==> src/rtl/mem_arbiter_if.sv <==
// Client and memory-controller signal bundle for the memory arbiter.
// master is the arbiter's view; slave is the surrounding environment.
interface mem_arbiter_if;
    logic        ic_req;
    logic [31:0] ic_addr;
    logic        ic_valid;
    logic [31:0] ic_data;

    logic        lsb_req;
    logic [31:0] lsb_addr;
    logic [31:0] lsb_wdata;
    logic        lsb_r_nw;
    logic [2:0]  lsb_type;
    logic        lsb_valid;
    logic [31:0] lsb_rdata;

    logic        flush_in;

    logic        mc_activate;
    logic [31:0] mc_addr;
    logic [31:0] mc_wdata;
    logic        mc_r_nw;
    logic [2:0]  mc_type;
    logic [31:0] mc_rdata;
    logic        mc_done;

    logic        busy;

    modport master (
        input  ic_req, ic_addr,
        output ic_valid, ic_data,
        input  lsb_req, lsb_addr, lsb_wdata, lsb_r_nw, lsb_type,
        output lsb_valid, lsb_rdata,
        input  flush_in,
        output mc_activate, mc_addr, mc_wdata, mc_r_nw, mc_type,
        input  mc_rdata, mc_done,
        output busy
    );

    modport slave (
        output ic_req, ic_addr,
        input  ic_valid, ic_data,
        output lsb_req, lsb_addr, lsb_wdata, lsb_r_nw, lsb_type,
        input  lsb_valid, lsb_rdata,
        output flush_in,
        input  mc_activate, mc_addr, mc_wdata, mc_r_nw, mc_type,
        output mc_rdata, mc_done,
        input  busy
    );
endinterface

==> src/rtl/mem_arbiter.sv <==
// Arbitrates the byte-serial memory controller between icache and LSB.
// LSB has priority, bounded by a starvation counter protecting fetch.
module mem_arbiter #(
    parameter int STARVE_LIMIT = 4,
    parameter int CNT_W        = 3
) (
    input  logic          clk_in,
    input  logic          rst_in,
    input  logic          rdy_in,
    mem_arbiter_if.master bus
);

    typedef enum logic [1:0] {
        IDLE      = 2'd0,
        ISSUE_IC  = 2'd1,
        ISSUE_LSB = 2'd2,
        RECOVER   = 2'd3
    } state_t;

    localparam logic [CNT_W-1:0] LIMIT = CNT_W'(STARVE_LIMIT);

    state_t           state_q, state_d;
    logic [CNT_W-1:0] cnt_q, cnt_d;
    logic             discard_q, discard_d;

    logic        act_q, act_d;
    logic [31:0] addr_q, addr_d;
    logic [31:0] wdata_q, wdata_d;
    logic        r_nw_q, r_nw_d;
    logic [2:0]  type_q, type_d;
    logic        ic_vld_q, ic_vld_d;
    logic [31:0] ic_data_q, ic_data_d;
    logic        lsb_vld_q, lsb_vld_d;
    logic [31:0] lsb_rdata_q, lsb_rdata_d;

    logic ic_elig, lsb_elig, gnt_ic, gnt_lsb, ic_wait;

    assign ic_wait  = bus.ic_req & ~bus.flush_in;
    assign ic_elig  = ic_wait & ~ic_vld_q;
    assign lsb_elig = bus.lsb_req & ~lsb_vld_q;
    assign gnt_ic   = ic_elig & (~lsb_elig | (cnt_q >= LIMIT));
    assign gnt_lsb  = lsb_elig & ~gnt_ic;

    always_ff @(posedge clk_in or negedge rst_in) begin
        if (!rst_in) begin
            state_q     <= IDLE;
            cnt_q       <= '0;
            discard_q   <= 1'b0;
            act_q       <= 1'b0;
            addr_q      <= '0;
            wdata_q     <= '0;
            r_nw_q      <= 1'b0;
            type_q      <= '0;
            ic_vld_q    <= 1'b0;
            ic_data_q   <= '0;
            lsb_vld_q   <= 1'b0;
            lsb_rdata_q <= '0;
        end else if (rdy_in) begin
            state_q     <= state_d;
            cnt_q       <= cnt_d;
            discard_q   <= discard_d;
            act_q       <= act_d;
            addr_q      <= addr_d;
            wdata_q     <= wdata_d;
            r_nw_q      <= r_nw_d;
            type_q      <= type_d;
            ic_vld_q    <= ic_vld_d;
            ic_data_q   <= ic_data_d;
            lsb_vld_q   <= lsb_vld_d;
            lsb_rdata_q <= lsb_rdata_d;
        end
    end

    always_comb begin
        state_d = state_q;
        unique case (state_q)
            IDLE: begin
                if (gnt_ic)       state_d = ISSUE_IC;
                else if (gnt_lsb) state_d = ISSUE_LSB;
            end
            ISSUE_IC,
            ISSUE_LSB: if (bus.mc_done) state_d = RECOVER;
            RECOVER:   state_d = IDLE;
            default:   state_d = IDLE;
        endcase
    end

    always_comb begin
        cnt_d       = cnt_q;
        discard_d   = discard_q;
        act_d       = act_q;
        addr_d      = addr_q;
        wdata_d     = wdata_q;
        r_nw_d      = r_nw_q;
        type_d      = type_q;
        ic_vld_d    = 1'b0;
        ic_data_d   = ic_data_q;
        lsb_vld_d   = 1'b0;
        lsb_rdata_d = lsb_rdata_q;
        unique case (state_q)
            IDLE: begin
                if (gnt_ic) begin
                    act_d  = 1'b1;
                    addr_d = bus.ic_addr;
                    wdata_d = '0;
                    r_nw_d = 1'b1;
                    type_d = 3'b000;
                    cnt_d  = '0;
                end else if (gnt_lsb) begin
                    act_d   = 1'b1;
                    addr_d  = bus.lsb_addr;
                    wdata_d = bus.lsb_wdata;
                    r_nw_d  = bus.lsb_r_nw;
                    type_d  = bus.lsb_type;
                    if (!ic_wait)          cnt_d = '0;
                    else if (cnt_q < LIMIT) cnt_d = cnt_q + 1'b1;
                end
            end
            ISSUE_IC: begin
                if (bus.flush_in) discard_d = 1'b1;
                if (bus.mc_done) begin
                    act_d     = 1'b0;
                    discard_d = 1'b0;
                    // a flush landing on the done cycle also drops the word
                    if (!(discard_q | bus.flush_in)) begin
                        ic_vld_d  = 1'b1;
                        ic_data_d = bus.mc_rdata;
                    end
                end
            end
            ISSUE_LSB: begin
                if (bus.mc_done) begin
                    act_d       = 1'b0;
                    lsb_vld_d   = 1'b1;
                    lsb_rdata_d = r_nw_q ? bus.mc_rdata : 32'd0;
                end
            end
            RECOVER: act_d = 1'b0;
            default: act_d = 1'b0;
        endcase
    end

    assign bus.mc_activate = act_q;
    assign bus.mc_addr     = addr_q;
    assign bus.mc_wdata    = wdata_q;
    assign bus.mc_r_nw     = r_nw_q;
    assign bus.mc_type     = type_q;
    assign bus.ic_valid    = ic_vld_q & ~bus.flush_in;
    assign bus.ic_data     = ic_data_q;
    assign bus.lsb_valid   = lsb_vld_q;
    assign bus.lsb_rdata   = lsb_rdata_q;
    assign bus.busy        = (state_q != IDLE);

endmodule

==> src/flat_wrapper.sv <==
// flat-port wrapper written by rule: the top's interface ports become plain ports
module mem_arbiter_flat 
#(
    parameter int STARVE_LIMIT = 4,
    parameter int CNT_W        = 3
)
  (clk_in, rst_in, rdy_in, bus_ic_req, bus_ic_addr, bus_ic_valid, bus_ic_data, bus_lsb_req, bus_lsb_addr, bus_lsb_wdata, bus_lsb_r_nw, bus_lsb_type, bus_lsb_valid, bus_lsb_rdata, bus_flush_in, bus_mc_activate, bus_mc_addr, bus_mc_wdata, bus_mc_r_nw, bus_mc_type, bus_mc_rdata, bus_mc_done, bus_busy);
  mem_arbiter_if bus_i ();
  input  logic clk_in;
  input  logic rst_in;
  input  logic rdy_in;
  input wire logic [$bits(bus_i.ic_req)-1:0] bus_ic_req;
  input wire logic [$bits(bus_i.ic_addr)-1:0] bus_ic_addr;
  output wire logic [$bits(bus_i.ic_valid)-1:0] bus_ic_valid;
  output wire logic [$bits(bus_i.ic_data)-1:0] bus_ic_data;
  input wire logic [$bits(bus_i.lsb_req)-1:0] bus_lsb_req;
  input wire logic [$bits(bus_i.lsb_addr)-1:0] bus_lsb_addr;
  input wire logic [$bits(bus_i.lsb_wdata)-1:0] bus_lsb_wdata;
  input wire logic [$bits(bus_i.lsb_r_nw)-1:0] bus_lsb_r_nw;
  input wire logic [$bits(bus_i.lsb_type)-1:0] bus_lsb_type;
  output wire logic [$bits(bus_i.lsb_valid)-1:0] bus_lsb_valid;
  output wire logic [$bits(bus_i.lsb_rdata)-1:0] bus_lsb_rdata;
  input wire logic [$bits(bus_i.flush_in)-1:0] bus_flush_in;
  output wire logic [$bits(bus_i.mc_activate)-1:0] bus_mc_activate;
  output wire logic [$bits(bus_i.mc_addr)-1:0] bus_mc_addr;
  output wire logic [$bits(bus_i.mc_wdata)-1:0] bus_mc_wdata;
  output wire logic [$bits(bus_i.mc_r_nw)-1:0] bus_mc_r_nw;
  output wire logic [$bits(bus_i.mc_type)-1:0] bus_mc_type;
  input wire logic [$bits(bus_i.mc_rdata)-1:0] bus_mc_rdata;
  input wire logic [$bits(bus_i.mc_done)-1:0] bus_mc_done;
  output wire logic [$bits(bus_i.busy)-1:0] bus_busy;
  assign bus_i.ic_req = bus_ic_req;
  assign bus_i.ic_addr = bus_ic_addr;
  assign bus_ic_valid = bus_i.ic_valid;
  assign bus_ic_data = bus_i.ic_data;
  assign bus_i.lsb_req = bus_lsb_req;
  assign bus_i.lsb_addr = bus_lsb_addr;
  assign bus_i.lsb_wdata = bus_lsb_wdata;
  assign bus_i.lsb_r_nw = bus_lsb_r_nw;
  assign bus_i.lsb_type = bus_lsb_type;
  assign bus_lsb_valid = bus_i.lsb_valid;
  assign bus_lsb_rdata = bus_i.lsb_rdata;
  assign bus_i.flush_in = bus_flush_in;
  assign bus_mc_activate = bus_i.mc_activate;
  assign bus_mc_addr = bus_i.mc_addr;
  assign bus_mc_wdata = bus_i.mc_wdata;
  assign bus_mc_r_nw = bus_i.mc_r_nw;
  assign bus_mc_type = bus_i.mc_type;
  assign bus_i.mc_rdata = bus_mc_rdata;
  assign bus_i.mc_done = bus_mc_done;
  assign bus_busy = bus_i.busy;
  mem_arbiter #(.STARVE_LIMIT(STARVE_LIMIT), .CNT_W(CNT_W)) u_core (.clk_in(clk_in), .rst_in(rst_in), .rdy_in(rdy_in), .bus(bus_i));
endmodule
==> config.mk <==
export PLATFORM = sky130hd
export DESIGN_NAME = mem_arbiter_flat
export DESIGN_NICKNAME = d
export VERILOG_FILES = /design/src/rtl/mem_arbiter_if.sv /design/src/rtl/mem_arbiter.sv /design/src/flat_wrapper.sv
export SDC_FILE = /design/constraint.sdc
export NUM_CORES = 1
export LEC_CHECK = 0
export BUFFER_PORTS_ARGS = -buffer_cell sky130_fd_sc_hd__buf_2
export CELL_PAD_IN_SITES_DETAIL_PLACEMENT = 0
export CELL_PAD_IN_SITES_GLOBAL_PLACEMENT = 1
export CORE_ASPECT_RATIO = 0.6
export CORE_MARGIN = 2
export CORE_UTILIZATION = 34
export DETAILED_ROUTE_END_ITERATION = 10
export GPL_TIMING_DRIVEN = 0
export PLACE_DENSITY_LB_ADDON = 0.1
export SYNTH_ARGS = -nofsm -noshare
export SYNTH_HDL_FRONTEND = slang
export SYNTH_SLANG_ARGS = --single-unit
==> constraint.sdc <==
create_clock -name clk_in -period 1.8 [get_ports clk_in]
set_input_delay 0.18 -clock clk_in [delete_from_list [all_inputs] [get_ports clk_in]]
set_output_delay 0.18 -clock clk_in [all_outputs]
set_load 0.1 [all_outputs]
# Word-level counts from Yosys, hierarchy flattened
# Index checks and enable logic that the tools add are counted.
[totals]
output_inout_bits = 136
mem_bits_ro = 0
ff_bits = 141
mem_bits_rw = 0
n_memories = 0
latch_bits = 0
[classes]
div_mod_pow = 0
mux = 28
n_bitwise = 14
reduce_logical = 11
magnitude_cmp = 2
addsub = 1
n_eq_ne = 6
n_shift = 0
multipliers = 0
[op_table]
columns = ["op", "count"]
rows = [
  ["$mux W32", 5],
  ["$mux W3", 6],
  ["$mux W1", 12],
  ["$reduce_and A3 Y1", 4],
  ["$reduce_and A4 Y1", 2],
  ["$and A1 B1 Y1", 6],
  ["$mux W2", 3],
  ["$not A1 Y1", 6],
  ["$pmux W2 S3", 1],
  ["$reduce_bool A2 Y1", 3],
  ["$eq A2 B2 Y1 const B", 2],
  ["$add A3 B1 Y3 const B", 1],
  ["$ge A3 B3 Y1 const B", 1],
  ["$lt A3 B3 Y1 const B", 1],
  ["$ne A3 B1 Y1 const B", 1],
  ["$ne A3 B2 Y1 const B", 1],
  ["$pmux W1 S3", 1],
  ["$eq A2 B1 Y1 const B", 1],
  ["$logic_not A2 Y1", 1],
  ["$ne A2 B1 Y1 const B", 1],
  ["$or A1 B1 Y1", 2],
  ["$reduce_or A2 Y1", 1],
]

# Logic depth before layout (Yosys ltp)
# Gate-level depths: netlist (run 1).
[logic_depth]
ltp_word = 10
mapped_depth = 8
depth_no_buf = 6

# Least setup slack after synthesis (run 1)
# OpenSTA, ideal clock, no wires.
[synth_timing]
path_type = "register -> register"
startpoint = "register u_core.lsb_vld_q (netlist: u_core.bus.lsb_valid)"
endpoint = "register u_core.wdata_q[10] (netlist: u_core.bus.mc_wdata[10])"
synth_period_minus_slack_ns = 2.068
arrival_time_ns = 1.986
setup_ns = 0.083
path_slack_ns = -0.268
required_time_ns = 1.717
path_stages_with_launch = 8
path_cell_list = "dfrtp_1 > nor2b_1 > o211ai_2 > buf_6 > buf_2 > buf_2 > nand2_1 > o21ai_0"
[synth_via]
elab_chain_cells = 9
word_cells_on_any_way = 10
classes_between = "mux: 1; bitwise: 7; reduce/logical: 2"
[synth_lines]
columns = ["element", "line_no", "text"]
rows = [
  ["from (decl)", "mem_arbiter.sv:33", "logic lsb_vld_q, lsb_vld_d;"],
  ["from (signal assigned)", "mem_arbiter.sv:69", "lsb_vld_q <= lsb_vld_d;"],
  ["$not A1 Y1 (*)", "mem_arbiter.sv:40", "assign lsb_elig = bus.lsb_req & ~lsb_vld_q;"],
  ["$and A1 B1 Y1 (*)", "mem_arbiter.sv:40", ""],
  ["$not A1 Y1", "mem_arbiter.sv:41", "assign gnt_ic = ic_elig & (~lsb_elig | (cnt_q >= LIMIT));"],
  ["$or A1 B1 Y1", "mem_arbiter.sv:41", ""],
  ["$and A1 B1 Y1", "mem_arbiter.sv:41", ""],
  ["$not A1 Y1", "mem_arbiter.sv:42", "assign gnt_lsb = lsb_elig & ~gnt_ic;"],
  ["$and A1 B1 Y1", "mem_arbiter.sv:42", ""],
  ["$reduce_bool A2 Y1 (no source line)", "--", ""],
  ["$reduce_and A3 Y1 (no source line)", "--", ""],
  ["to (signal assigned)", "mem_arbiter.sv:64", "wdata_q <= wdata_d;"],
  ["to (decl)", "mem_arbiter.sv:28", "logic [31:0] wdata_q, wdata_d;"],
]
# Mark *: on every way between the ends. The rest lies on a longest branch, timed or not.
# A chain may end at the register's enable or synchronous reset.

# Worst setup path in the final report (run 1)
[layout_timing]
startpoint = "register u_core.ic_vld_q"
endpoint = "register u_core.cnt_q[1]"
[layout_via]
elab_chain_cells = 7
word_cells_on_any_way = 9
classes_between = "eq/ne: 1; mux: 1; bitwise: 5; reduce/logical: 2"
[layout_lines]
columns = ["element", "line_no", "text"]
rows = [
  ["from (decl)", "mem_arbiter.sv:31", "logic ic_vld_q, ic_vld_d;"],
  ["from (signal assigned)", "mem_arbiter.sv:67", "ic_vld_q <= ic_vld_d;"],
  ["$not A1 Y1 (*)", "mem_arbiter.sv:39", "assign ic_elig = ic_wait & ~ic_vld_q;"],
  ["$and A1 B1 Y1 (*)", "mem_arbiter.sv:39", ""],
  ["$and A1 B1 Y1 (*)", "mem_arbiter.sv:41", ""],
  ["$not A1 Y1", "mem_arbiter.sv:42", ""],
  ["$and A1 B1 Y1", "mem_arbiter.sv:42", ""],
  ["$reduce_bool A2 Y1 (no source line)", "--", ""],
  ["$reduce_and A4 Y1 (no source line)", "--", ""],
  ["to (signal assigned)", "mem_arbiter.sv:60", "cnt_q <= cnt_d;"],
  ["to (decl)", "mem_arbiter.sv:23", "logic [CNT_W-1:0] cnt_q, cnt_d;"],
]
# Marked as above.

==> metrics.txt, run 1 <==
setup violators final 0; CP Cell Sequence nor3b_4 -> buf_4 -> o211ai_4 -> buf_6 -> a41o_4 -> mux2_4; top-area cell type share of the netlist area between 60% and 70%; Post-layout nets 1,036; Max Freq around 600 MHz; Clock Path Buffers 2; Final GP Congestion just over 0.8; Synth area leaders dfrtp_1 60%, nand2_1 11%, o21ai_0 8.4%, mux2_2 6.3%, mux2i_1 5.8%; post-DP HPWL roughly 13 mm; clk_skew about 11 ps; post-route insts no fill around 1,100; layout cells sized above 1 between 40% and 50%; Setup CP Type reg2reg; required time worst endpoint 2100 ps; Die Span X 174 um; Post-synth EDFFs 0; Crit path largest cell delay 420 ps; DRC marker count from the first detailed-route iteration around 220; I/O Buffers 273; vias per cell roughly 4.6; total grt overflow 0; R2R setup slack between 90 and 100 ps; vias in the first global route between 5,000 and 6,000; Syn Area/Cell around 11 sq um; synth unique cells 29; Total Wirelength between 15 and 20 mm; CP bufs+invs 2; most frequent cells in the layout 277 x buf_2, 169 x nand2_1, 139 x dfrtp_1; worst hold path type in2reg; status finished clean; Starting Density around a third; post-route ant nets 0; n_diodes 0; Hold Path End u_core.bus.ic_data[18]; CP Launch Type flop; # rows 37; post-synthesis mux area share approximately an eighth; largest family of logic cells by synthesized area multiplexers; Synth Area in Compound Gates about a tenth; first-pass iteration count of the detailed router 4; all-layer global routing usage between 10% and 20%; worst hold start bus_mc_rdata[18]; Top FF cell, synth dfrtp_1; DRC viols 0; commonest non-fill, non-tap cell in the layout buf_2; r2r worst-path depth 6; largest net degree at the start of global routing between 80 and 90; Max Cap Viol 0; Avg WL per Cell about 15 um; IO Count roughly 280; RR Endpoint u_core.cnt_q[1]; root buf cell clkbuf_16; final hold vios 0; die span in y 106 um; Simple-Gate Fraction of Synth Area 12.2%; Max Slew Vio Count 0; CP max stage cell dfrtp_2; RSZ-0062 raised after global routing false; post-synth top area cell dfrtp_1; Floorplan Core Area approximately 17,000 sq um; Syn Nets 698; first-pass GRT wire length ~28 mm; CP delay by family, top flip-flops; Synthesis Warnings 0; # H-tree levels 4; Arrival @ worst endpoint around 2000 ps; post-synthesis adder-cell area fraction ~1.1%; clk sinks between 100 and 150; Cell Area, Synth a little under 6000 sq um; worst reg2reg startpoint u_core.ic_vld_q; period utilisation layout between 90% and 100%; CTS clk-pin slew, worst paths 60 ps; Setup crit end kind flop; post-synthesis xor/xnor area fraction 0%; Worst Max-Slew Pin Slew 557 ps; Post-Synthesis Cells about 550; CTS buffer count 17; die area 18,400 sq um; max_slew headroom between 60% and 70%; initial antenna violation count 0; Seq/Total Area, Yosys approximately 60%; worst-path fanout max 5; CTS tree done; Hold Crit Depth 2; #FFs+latches synth about 140; minimum clock period between 1500 and 2000 ps; clk_lat worst skew ~420 ps; Area Overhead vs Synth 48.2%; routed vias between 5,000 and 6,000; # placed instances ~1,100; Async SR Flop Fraction between 90% and 100%
## layout make-up
class	instances	area (sq um)
clock buffers	19	453
repair buffers	319	1840
flip-flops and latches	141	3530
inverters	7	30.0
well taps	234	293
clock inverters	13	155
multi-input cells	368	2180
plain buffers	38	240
fillers	1639	8320
## sequential cells by signal, summed over array words and instances, names as in the netlist
signal and count:
u_core.bus.ic_data 32, u_core.bus.lsb_rdata 32, u_core.bus.lsb_valid 1, u_core.bus.mc_activate 1, u_core.bus.mc_addr 32, u_core.bus.mc_r_nw 1, u_core.bus.mc_type 3, u_core.bus.mc_wdata 32
u_core.cnt_q 3, u_core.discard_q 1, u_core.ic_vld_q 1, u_core.state_q 2
## timing repair
item,CTS,global route
hold buffers,39,0
pin swaps,2,1
gates resized for setup,14,17
cloned,1,0
setup buffers,5,0
endpoints found under the hold margin,95,0
endpoints found under the setup margin,81,73
## cells in the mapped netlist (3+ instances only)
cell type and n:
nand2_1 169, buf_8 3, clkbuf_1 20, mux2_2 33, ha_1 5, o21ai_1 5, inv_1 7, mux2i_1 34
dfrtp_1 141, o21ai_0 99, buf_2 13, nor2_1 5
## worst max path at each step
stage / start / end / slack (ps) / depth (start not counted)
finish: u_core.ic_vld_q / u_core.cnt_q[1] / 100 / 6
global route: u_core.ic_vld_q / u_core.bus.mc_addr[28] / 2 / 8
CTS: u_core.ic_vld_q / u_core.bus.mc_addr[24] / 0.4 / 6
detailed placement: u_core.ic_vld_q / u_core.bus.mc_addr[15] / -230 / 6
global placement: rst_in / u_core.bus.lsb_valid / -1700 / 1
floorplan: u_core.state_q[1] / u_core.bus.mc_activate / -150 / 5
## per-layer routing
metal	global-route usage [%]	routed length [um]	share of wire [%]	up-vias
li1	-	-	-	2532
met1	27.0	8290	47	2545
met2	30.1	7930	45	182
met3	6.31	1240	7.0	16
met4	5.52	181	1.0	0
met5	0	0	0	-
## kinds of logic (layout without fill, tap and decap cells)
logic type               Yosys count  after routing
buffers and inverters             45            396
flip-flops                       141            141
adder cells (fa/ha/maj)            5              5
multiplexers                      69             69
AND/OR/NAND/NOR                  183            183
AO/OA/AOI/OAI                    111            111
## stage by stage
stage	setup slack [ps]	util (%)	hold WS (ps)	instance area (sq um)	setup TNS, ps
finish	95.5	51.2	20.5	8720	0
global route	2.41	51.2	8.45	8720	0
CTS	0.369	51.0	0.652	8680	0
detailed placement	-231	44.7	189	7610	-4380
floorplan	-147	-	-116	5920	-147
global placement	-1700	44.5	415	7580	-206250
Power of run 1 is left out: the tool's default activity adds up to more than one toggle a clock period on the data nets, which glitch-free logic cannot reach.
==> run 2: changes to the inputs <==
Settings changed: CTS_BUF_LIST set to sky130_fd_sc_hd__clkbuf_8 sky130_fd_sc_hd__clkbuf_16, PLACE_DENSITY_LB_ADDON 0.1 to 0.05, SETUP_SLACK_MARGIN set to 0.15.
==> run 2 against run 1 <==
  * Routed wire length up 0.83%
  * Flip-flop and latch count unchanged
  * Worst hold slack got worse by 7.1 ps
  * Sequential share of layout area shrank 0.47 points
  * Register-to-register slack barely moved
  * First-iteration DRC count increased by 19%
  * Design area rose by 1.2%
  * Critical path depth unchanged
==> metrics.txt, run 2 (synthesis results as in run 1) <==
CTS tree done; commonest non-fill, non-tap cell in the layout buf_2; initial antenna violation count 0 (unchanged); CP max stage cell dfrtp_1; Final GP Congestion 0.771 (-4.1%); routed vias 5,154 (-2.3%); max_slew headroom 53.7% (-9.2 points); most frequent cells in the layout 276 x buf_2, 169 x nand2_1, 139 x dfrtp_1; final hold vios 0 (unchanged); root buf cell clkbuf_16; RR Endpoint u_core.cnt_q[1]; Avg WL per Cell 15.8 um (+2.1%); IO Count 275 (unchanged); CP Launch Type flop; Hold Crit Depth 3 (+1); worst reg2reg startpoint u_core.ic_vld_q; post-route insts no fill 1,125 (-1.2%); CP bufs+invs 2 (unchanged); worst hold path type in2reg; # placed instances 1,062 (unchanged); Total Wirelength 17.8 mm (+0.83%); die span in y 106 um (unchanged); period utilisation layout 95.1% (+0.40 points); CTS buffer count 17 (unchanged); post-DP HPWL 13.1 mm (-0.19%); all-layer global routing usage 19.6% (-0.15 points); # H-tree levels 4 (unchanged); Worst Max-Slew Pin Slew 694 ps (+138 ps); vias in the first global route 5,233 (-3.7%); total grt overflow 0 (unchanged); die area 18,400 sq um (unchanged); layout cells sized above 1 46.4% (+3.3 points); clk sinks 141 (unchanged); n_diodes 0 (unchanged); Starting Density 34.5% (unchanged); r2r worst-path depth 6 (unchanged); worst-path fanout max 5 (unchanged); fillers 1,636 (-0.18%); Die Span X 174 um (unchanged); Max Cap Viol 0 (unchanged); largest net degree at the start of global routing 72 (-15%); CP Cell Sequence nor3b_4 -> buf_6 -> o211ai_4 -> buf_6 -> a41o_4 -> mux2_4; DRC marker count from the first detailed-route iteration 266 (+19%); Hold Path End u_core.bus.mc_wdata[2]; Max Slew Vio Count 0 (unchanged); first-pass GRT wire length 28.1 mm (-0.90%); clk_lat worst skew 420 ps (about the same); DRC viols 0 (unchanged); Setup crit end kind flop; Crit path largest cell delay 410 ps (about the same); Area Overhead vs Synth 50.1%; I/O Buffers 273 (unchanged); Post-layout nets 1,023 (-1.3%); clk_skew 11.8 ps (+1.25 ps); Max Freq 584 MHz (-0.42%); RSZ-0062 raised after global routing true; # rows 37 (unchanged); CTS clk-pin slew, worst paths 60 ps (about the same); register area 3530 sq um (about the same); final core occ 51.8% (+0.64 points); required time worst endpoint 2100 ps (about the same); CP delay by family, top flip-flops; post-route ant nets 0 (unchanged); hold slack 13.4 ps (-7.10 ps); Clock Path Buffers 2 (unchanged); Arrival @ worst endpoint 2010 ps (about the same); setup violators final 0 (unchanged); R2R setup slack 90 ps (about the same); worst hold start bus_lsb_wdata[2]; multi-input logic area 2290 sq um (+4.9%); vias per cell 4.58 (-1.1%); Crit path top cell by count buf_6; first-pass iteration count of the detailed router 6 (+2); status finished clean; Floorplan Core Area 17,000 sq um (unchanged); minimum clock period 1710 ps (+7.22 ps); Setup CP Type reg2reg
==> run 2: changes by cell type in the layout (fill, tap and decap cells not counted), sizes merged <==
cell         before  now
dlygate4sd3      39   18
clkinvlp          4    1
clkbuf           43   35
clkinv            3    6
inv              11   12
buf             294  308
==> run 2: worst max path at each step <==
stage	end	start	slack, ps	cells after the start
4_1_cts	u_core.bus.mc_addr[22]	u_core.ic_vld_q	80	6
3_5_place_dp	u_core.bus.mc_addr[22]	u_core.ic_vld_q	-150	6
3_3_place_gp	u_core.bus.lsb_valid	rst_in	-1960	1
2_1_floorplan	u_core.bus.mc_activate	u_core.state_q[1]	-150	5
6_report	u_core.cnt_q[1]	u_core.ic_vld_q	90	6
5_1_grt	u_core.cnt_q[1]	u_core.ic_vld_q	30	6
==> run 2: per-layer routing <==
metal	up-vias	GRT usage, %	share of wire [%]
li1	2507	-	-
met1	2466	26.5	47
met2	174	30.3	45
met3	7	7.07	7.8
met4	0	3.78	0.57
met5	-	0	0
==> run 2: what timing repair did <==
| item | CTS | global route |
|---|---|---|
| endpoints found under the hold margin | 88 | 0 |
| setup endpoints to repair | 135 | 121 |
| setup buffers | 7 | 4 |
| hold buffers | 18 | 0 |
| gates cloned | 1 | 3 |
| resized for setup | 24 | 85 |
| pin swaps | 3 | 2 |
==> run 2: worst reg2reg max path, delay by kind of cell (launching register included) <==
| family | cells | cell delay (ps) |
|---|---|---|
| AOI/OAI and AO/OA | 2 | 350 |
| buffers and inverters | 2 | 300 |
| muxes | 1 | 300 |
| DFF | 1 | 410 |
| and+or+nand+nor | 1 | 240 |
==> run 2: area by class of cell <==
class	count	area share (%)
Multi-Input combinational cell	368	25.9
Sequential cell	141	40.0
Tap cell	234	3.32
Timing Repair Buffer	307	20.1
Clock buffer	17	4.82
Clock inverter	14	1.80
Buffer	37	3.67
Inverter	7	0.340
==> run 2: per-stage QoR <==
stage / area (sq um) / worst slack, ps / TNS [ps]
floorplan: 5940 / -147 / -147
global placement: 7600 / -1960 / -210960
detailed placement: 7630 / -147 / -3010
CTS: 8520 / 75.5 / 0
global route: 8830 / 30.7 / 0
finish: 8830 / 88.2 / 0
Power of run 2 is left out for the same reason.
